$ cat config.mk
export PLATFORM = sky130hd
export DESIGN_NAME = instruction_fetch_unit
export DESIGN_NICKNAME = d
export VERILOG_FILES = /design/src/rtl/fetch_pkg.sv /design/src/rtl/fetch_fifo.sv /design/src/rtl/instruction_fetch_unit.sv
export SDC_FILE = /design/constraint.sdc
export NUM_CORES = 1
export LEC_CHECK = 0
export ABC_AREA = 1
export CORE_ASPECT_RATIO = 2
export CORE_UTILIZATION = 45
export CTS_BUF_LIST = sky130_fd_sc_hd__clkbuf_8
export CTS_CLUSTER_SIZE = 25
export DETAILED_ROUTE_END_ITERATION = 10
export PLACE_DENSITY = 0.72
export SLEW_MARGIN = 20
export SYNTH_ARGS = -nofsm -noshare
export SYNTH_HDL_FRONTEND = slang
export SYNTH_SLANG_ARGS = --single-unit
$ cat constraint.sdc
create_clock -name clk -period 2.53 [get_ports clk]
set_input_delay 0.3795 -clock clk [delete_from_list [all_inputs] [get_ports clk]]
set_output_delay 0.3795 -clock clk [all_outputs]
set_load 0.01 [all_outputs]
$ cat src/rtl/fetch_pkg.sv
// Shared constants, entry layout and width helper for the instruction fetch unit.
// The optional misalign trap (FETCH_MISALIGN_TRAP_EN) lives in instruction_fetch_unit.
package fetch_pkg;

  localparam int unsigned PC_STEP         = 4;
  localparam int unsigned INSTR_W_DEFAULT = 32;

  // Prefetch FIFO entry at the default instruction width.
  typedef struct packed {
    logic [INSTR_W_DEFAULT-1:0] instr;
  } fetch_entry_t;

  function automatic int unsigned clog2(input int unsigned value);
    int unsigned result = 0;
    for (int unsigned w = 1; w < value; w = w << 1) result++;
    return result;
  endfunction

endpackage

$ cat src/rtl/fetch_fifo.sv
// Synchronous prefetch FIFO with clear; DEPTH must be a power of two so the
// pointers wrap naturally.
module fetch_fifo
  import fetch_pkg::*;
#(
  parameter int unsigned DEPTH = 4,
  parameter int unsigned WIDTH = 32,
  localparam int unsigned PTR_W = clog2(DEPTH),
  localparam int unsigned CNT_W = clog2(DEPTH + 1)
) (
  input  logic             clk,
  input  logic             rst_n,
  input  logic             clear,
  input  logic             push,
  input  logic             pop,
  input  logic [WIDTH-1:0] push_data,
  output logic [WIDTH-1:0] head,
  output logic [CNT_W-1:0] count
);

  logic [WIDTH-1:0] mem [DEPTH];
  logic [PTR_W-1:0] rd_ptr;
  logic [PTR_W-1:0] wr_ptr;

  always_ff @(posedge clk or negedge rst_n) begin
    if (!rst_n) begin
      rd_ptr <= '0;
      wr_ptr <= '0;
      count  <= '0;
    end else if (clear) begin
      rd_ptr <= '0;
      wr_ptr <= '0;
      count  <= '0;
    end else begin
      if (push) wr_ptr <= wr_ptr + 1'b1;
      if (pop)  rd_ptr <= rd_ptr + 1'b1;
      case ({push, pop})
        2'b10:   count <= count + 1'b1;
        2'b01:   count <= count - 1'b1;
        default: count <= count;
      endcase
    end
  end

  // Storage carries no reset; only the pointers and count define validity.
  always_ff @(posedge clk) begin
    if (push && !clear) mem[wr_ptr] <= push_data;
  end

  assign head = mem[rd_ptr];

endmodule

$ cat src/rtl/instruction_fetch_unit.sv
// Decoupled fetch stage: PC generation, in-order memory requests, prefetch FIFO
// and redirect flush. Define FETCH_MISALIGN_TRAP_EN to trap misaligned targets.
module instruction_fetch_unit
  import fetch_pkg::*;
#(
  parameter int unsigned        ADDR_W   = 32,
  parameter int unsigned        INSTR_W  = 32,
  parameter int unsigned        DEPTH    = 4,
  parameter logic [ADDR_W-1:0]  RESET_PC = '0
) (
  input  logic               clk,
  input  logic               reset,
  input  logic [ADDR_W-1:0]  pc_branch,
  input  logic [ADDR_W-1:0]  pc_jump,
  input  logic               PCSrc,
  input  logic               jump,
  output logic               imem_req_valid,
  input  logic               imem_req_ready,
  output logic [ADDR_W-1:0]  imem_req_addr,
  input  logic               imem_rsp_valid,
  input  logic [INSTR_W-1:0] imem_rsp_data,
  output logic               if_valid,
  input  logic               if_ready,
  output logic [INSTR_W-1:0] if_instr,
  output logic [ADDR_W-1:0]  if_pc,
  output logic [ADDR_W-1:0]  pc_incrementado
`ifdef FETCH_MISALIGN_TRAP_EN
  ,
  output logic               if_misalign
`endif
);

  localparam int unsigned CNT_W = clog2(DEPTH + 1);

  typedef struct packed {
    logic [INSTR_W-1:0] instr;
  } entry_t;

  logic [ADDR_W-1:0] fetch_pc;
  logic [ADDR_W-1:0] head_pc;
  logic [ADDR_W-1:0] raw_target;
  logic [ADDR_W-1:0] target;
  logic [CNT_W-1:0]  fifo_count;
  logic [CNT_W-1:0]  outstanding;
  logic [CNT_W-1:0]  drop_cnt;
  logic              redirect;
  logic              has_room;
  logic              issue;
  logic              push;
  logic              pop;
  logic              trap;
  entry_t            push_entry;
  entry_t            head_entry;

  // Single +4 adder shape shared by the fetch and head PC paths.
  function automatic logic [ADDR_W-1:0] pc_next(input logic [ADDR_W-1:0] pc);
    return pc + ADDR_W'(PC_STEP);
  endfunction

  assign redirect   = PCSrc | jump;
  assign raw_target = PCSrc ? pc_branch : pc_jump;

`ifdef FETCH_MISALIGN_TRAP_EN
  logic trap_q;

  always_ff @(posedge clk or negedge reset) begin
    if (!reset)        trap_q <= 1'b0;
    else if (redirect) trap_q <= |raw_target[1:0];
  end

  assign target      = raw_target;
  assign trap        = trap_q;
  assign if_misalign = trap_q;
`else
  assign target = raw_target & ~ADDR_W'(3);
  assign trap   = 1'b0;
`endif

  // Entries already buffered plus those still in flight must fit the FIFO.
  assign has_room       = ({1'b0, fifo_count} + {1'b0, outstanding}) < (CNT_W + 1)'(DEPTH);
  assign imem_req_valid = reset & ~redirect & has_room & ~trap;
  assign imem_req_addr  = fetch_pc;
  assign issue          = imem_req_valid & imem_req_ready;

  assign push             = imem_rsp_valid & (drop_cnt == '0) & ~redirect & ~trap;
  assign push_entry.instr = imem_rsp_data;

  assign if_valid        = ~redirect & (trap | (fifo_count != '0));
  assign pop             = if_valid & if_ready & ~trap;
  assign if_instr        = trap ? '0 : head_entry.instr;
  assign if_pc           = head_pc;
  assign pc_incrementado = pc_next(head_pc);

  always_ff @(posedge clk or negedge reset) begin
    if (!reset) begin
      fetch_pc    <= RESET_PC;
      head_pc     <= RESET_PC;
      outstanding <= '0;
      drop_cnt    <= '0;
    end else begin
      outstanding <= outstanding + CNT_W'(issue) - CNT_W'(imem_rsp_valid);
      if (redirect) begin
        fetch_pc <= target;
        head_pc  <= target;
        // Everything still in flight after this cycle belongs to the old path.
        drop_cnt <= outstanding - CNT_W'(imem_rsp_valid);
      end else begin
        if (issue) fetch_pc <= pc_next(fetch_pc);
        if (pop)   head_pc  <= pc_next(head_pc);
        if (imem_rsp_valid && drop_cnt != '0) drop_cnt <= drop_cnt - 1'b1;
      end
    end
  end

  fetch_fifo #(
    .DEPTH (DEPTH),
    .WIDTH ($bits(entry_t))
  ) u_fifo (
    .clk       (clk),
    .rst_n     (reset),
    .clear     (redirect),
    .push      (push),
    .pop       (pop),
    .push_data (push_entry),
    .head      (head_entry),
    .count     (fifo_count)
  );

endmodule

==> metrics.yaml <==
detailed_routing:
  vias_per_cell: 5.31
  dr.pass1.iters: 6
  num_vias: 9568
  drt-initial-drc-count: 515
  drc: 0
  wl_mm: 32.9
  wl_per_cell_um: 18.2
  ant_nets: 0
final_layout:
  final_area_um2: 14400
  nets: 1617
  drive_above_1_share_pct: 15.3
  utilization_pct: 63.5
  syn_to_final_growth_pct: 38.2
  final-instance-count-excl-fill: 1802
sta:
  setup_tns_ns: 0
  finalCritPeriodShare_pct: 99.1
  rsz0062_at_grt: "true"
  final_max_slew_viol_count: 0
  finClkSkew_ns: 0.0122
  final-hold-violation-count: 0
  worst_pin_slew_ns: 0.750
  setup_viol: 0
  period_needed_ns: 2.51
  fmax_ghz: 0.399
  relSlewSlack_pct: 50.0
min_path:
  worstHoldStart: "imem_rsp_data[0]"
  whs_endpoint: "u_fifo.mem[1][0]"
  hold_path_class: "in2reg"
  holdPathStages: 1
die:
  initial_core_util_pct: 45.9
  dieArea_um2: 23900
  fp.dieH_um: 217
  io-pin-count: 233
  die_w_um: 110
  rows: 78
  fp.coreArea_um2: 22700
logic_synthesis:
  synth-xor-area-share_pct: 1.76
  syn_avg_cell_area_um2: 8.56
  synth_area_leaders: "edfxtp_1 37%, dfrtp_1 17%, nor2_1 10%"
  syn_area_um2: 10400
  synthAdderAreaFrac_pct: 2.06
  yosysWarnings: 0
  synth_simple_gate_area_share_pct: 24.3
  synth.most_common_cell: "nor2_1"
  yosys-mux-area-fraction_pct: 0
  ys_types: 40
  ys.flop_type: "edfxtp_1"
  synth.largest_area_cell: "edfxtp_1"
  async_flop_share_pct: 36.3
  synth_compound_area_share_pct: 11.5
  synth_commonest_cells: "285 x nor2_1, 249 x nand2_1, 128 x edfxtp_1"
  ys_seq_area_share_pct: 54.3
  syn-instance-count: 1220
  yosysTopAreaCellShare_pct: 36.8
  synth-seq-cells: 201
  synth_edf_count: 128
  synth_top_family_by_area: "simple AND/OR/NAND/NOR gates"
grt:
  antenna_found_initial: 1
  grt_pass1_vias: 9362
  grt_pass1_wl_mm: 49.1
  grtUsageTotal_pct: 27.6
  gr-total-overflow: 0
  grt_max_degree: 74
job:
  drv_cap: 0
clocking:
  cts_tree: "done"
  clkTransAtPathRegs_ns: 0.07
  clock_latency_ns: 0.58
  numCtsBuffers: 29
  cts.sinks: 201
  cts_root_buffer: "clkbuf_8"
  cts_buffer_depth: 3
  htree_levels: 1
setup_path:
  critPathKind: "reg2out"
  critPathMostFrequentCell: "nand2_1"
  path_buf_inv: 2
  worstPathArrival_ns: 2.13
  critPathLaunch: "if_pc[4]"
  reg2reg_from: "u_fifo.count[1]"
  r2r_end: "outstanding[2]"
  max_stage_delay_ns: 0.44
  r2r_cells: 11
  crit_required_ns: 2.15
  path_cells: "buf_4 -> nand2_1 -> nor2_1 -> nand2_1 -> nor2_4 -> xor2_2 -> dlygate4sd2_1"
  endpoint_kind: "primary output"
  startpoint_type: "flop"
  worst-path-max-fanout: 5
  cp_top_family: "buffers and inverters"
  rrSetupSlack_ns: 0.15
  slowest_stage: "dfrtp_2"
placement:
  place_congestion: 0.944
  portBuffers: 222
  placedCellCount: 1706
  placed_cell_area_um2: 13100
  hpwl_mm: 23.1
power:
  peakVddDrop_v: 0.000611
  totalPowerFinal_mw: 9.18
  power_density_nw_per_um2: 636
  p_leak_nw: 6.02
outcome:
  status: "finished clean"
[worst reg2reg max path, cell delays in order, from the launching register on]
cell,delay [ns]
dfrtp_1,0.42
ha_1,0.30
nand3_1,0.06
nand2_1,0.09
nor2_4,0.15
nand2_4,0.06
ha_1,0.26
inv_1,0.04
ha_1,0.18
fa_1,0.38
xnor2_1,0.20
xor2_1,0.16
[what timing repair did]
| action | in CTS | in global routing |
|---|---|---|
| pin swaps | 8 | 15 |
| setup buffers | 18 | 20 |
| cloned | 1 | 1 |
| hold buffers | 0 | 1 |
| hold endpoints to repair | 0 | 16 |
| resized for setup | 143 | 55 |
| endpoints found under the setup margin | 60 | 30 |
[metal layers]
metal  vias up  global-route usage, %  routed length, um
li1       4600                      -                  -
met1      4487                   28.3              11100
met2       376                   51.3              17900
met3       105                   3.05               1640
met4         0                   18.1               2140
met5         -                      0                  0
[power breakdown]
part / total (mW) / internal [mW] / leakage [nW] / switching (mW)
clock: 3.05 / 1.78 / 0.387 / 1.27
combinational: 2.16 / 1.00 / 3.65 / 1.16
sequential: 3.97 / 3.71 / 1.98 / 0.253
total: 9.18 / 6.49 / 6.02 / 2.68
[per-stage QoR]
| stage | hold slack, ns | setup slack (ns) |
|---|---|---|
| 2_1_floorplan | 0.0839 | -0.226 |
| 3_3_place_gp | 0.514 | -0.0471 |
| 3_5_place_dp | 0.505 | -0.0692 |
| 4_1_cts | 0.0882 | -0.104 |
| 5_1_grt | 0.422 | -0.0575 |
| 6_report | 0.434 | 0.0219 |
[state kept, by name, summed over array words and instances (netlist names)]
signal,count
if_pc,30
imem_req_addr,30
outstanding,3
u_fifo.count,3
u_fifo.rd_ptr,2
u_fifo.wr_ptr,2
drop_cnt,3
u_fifo.mem,128
[worst max path at each step]
stage,endpoint,cells after the start,slack [ns]
6_report,pc_incrementado[12],7,0.02
5_1_grt,pc_incrementado[12],7,-0.06
4_1_cts,pc_incrementado[5],4,-0.10
3_5_place_dp,outstanding[2],11,-0.07
3_3_place_gp,outstanding[2],11,-0.05
2_1_floorplan,u_fifo.mem[0][0],6,-0.23
[cells in the final DEF (no fill, tap or decap), drive strengths merged, types with 2 or more instances in the layout]
cell type / n
nor2: 302
nand2: 256
clkdlybuf4s50: 160
edfxtp: 128
o21ai: 107
inv: 93
buf: 84
dfrtp: 73
a21oi: 62
nand3: 43
clkbuf: 38
o22ai: 34
dlygate4sd2: 30
ha: 14
xor2: 14
dlymetal6s2s: 13
a31oi: 11
xnor2: 7
o211ai: 6
conb: 6
bufinv: 6
or2: 5
nor3: 4
and2: 4
clkinv: 4
nand3b: 3
clkdlybuf4s15: 3
a22oi: 2
fa: 2
[area by class of cell]
| class | count | area [um^2] |
|---|---|---|
| diodes | 1 | 2.50 |
| clock buffers | 32 | 440 |
| repair buffers | 298 | 2940 |
| clock inverters | 22 | 248 |
| multi-input cells | 886 | 4450 |
| well taps | 280 | 350 |
| fillers | 1953 | 8300 |
| inverters | 82 | 313 |
| flip-flops and latches | 201 | 5690 |
[logic make-up (layout without fill, tap and decap cells)]
group | after synthesis | count (layout)
AO/OA/AOI/OAI | 224 | 224
other | 1 | 7
flip-flops | 201 | 201
adder cells (fa/ha/maj) | 16 | 16
buffers and inverters | 138 | 434
XOR/XNOR | 21 | 21
AND/OR/NAND/NOR | 619 | 619
Note: power is estimated with default switching activity, not from simulation.
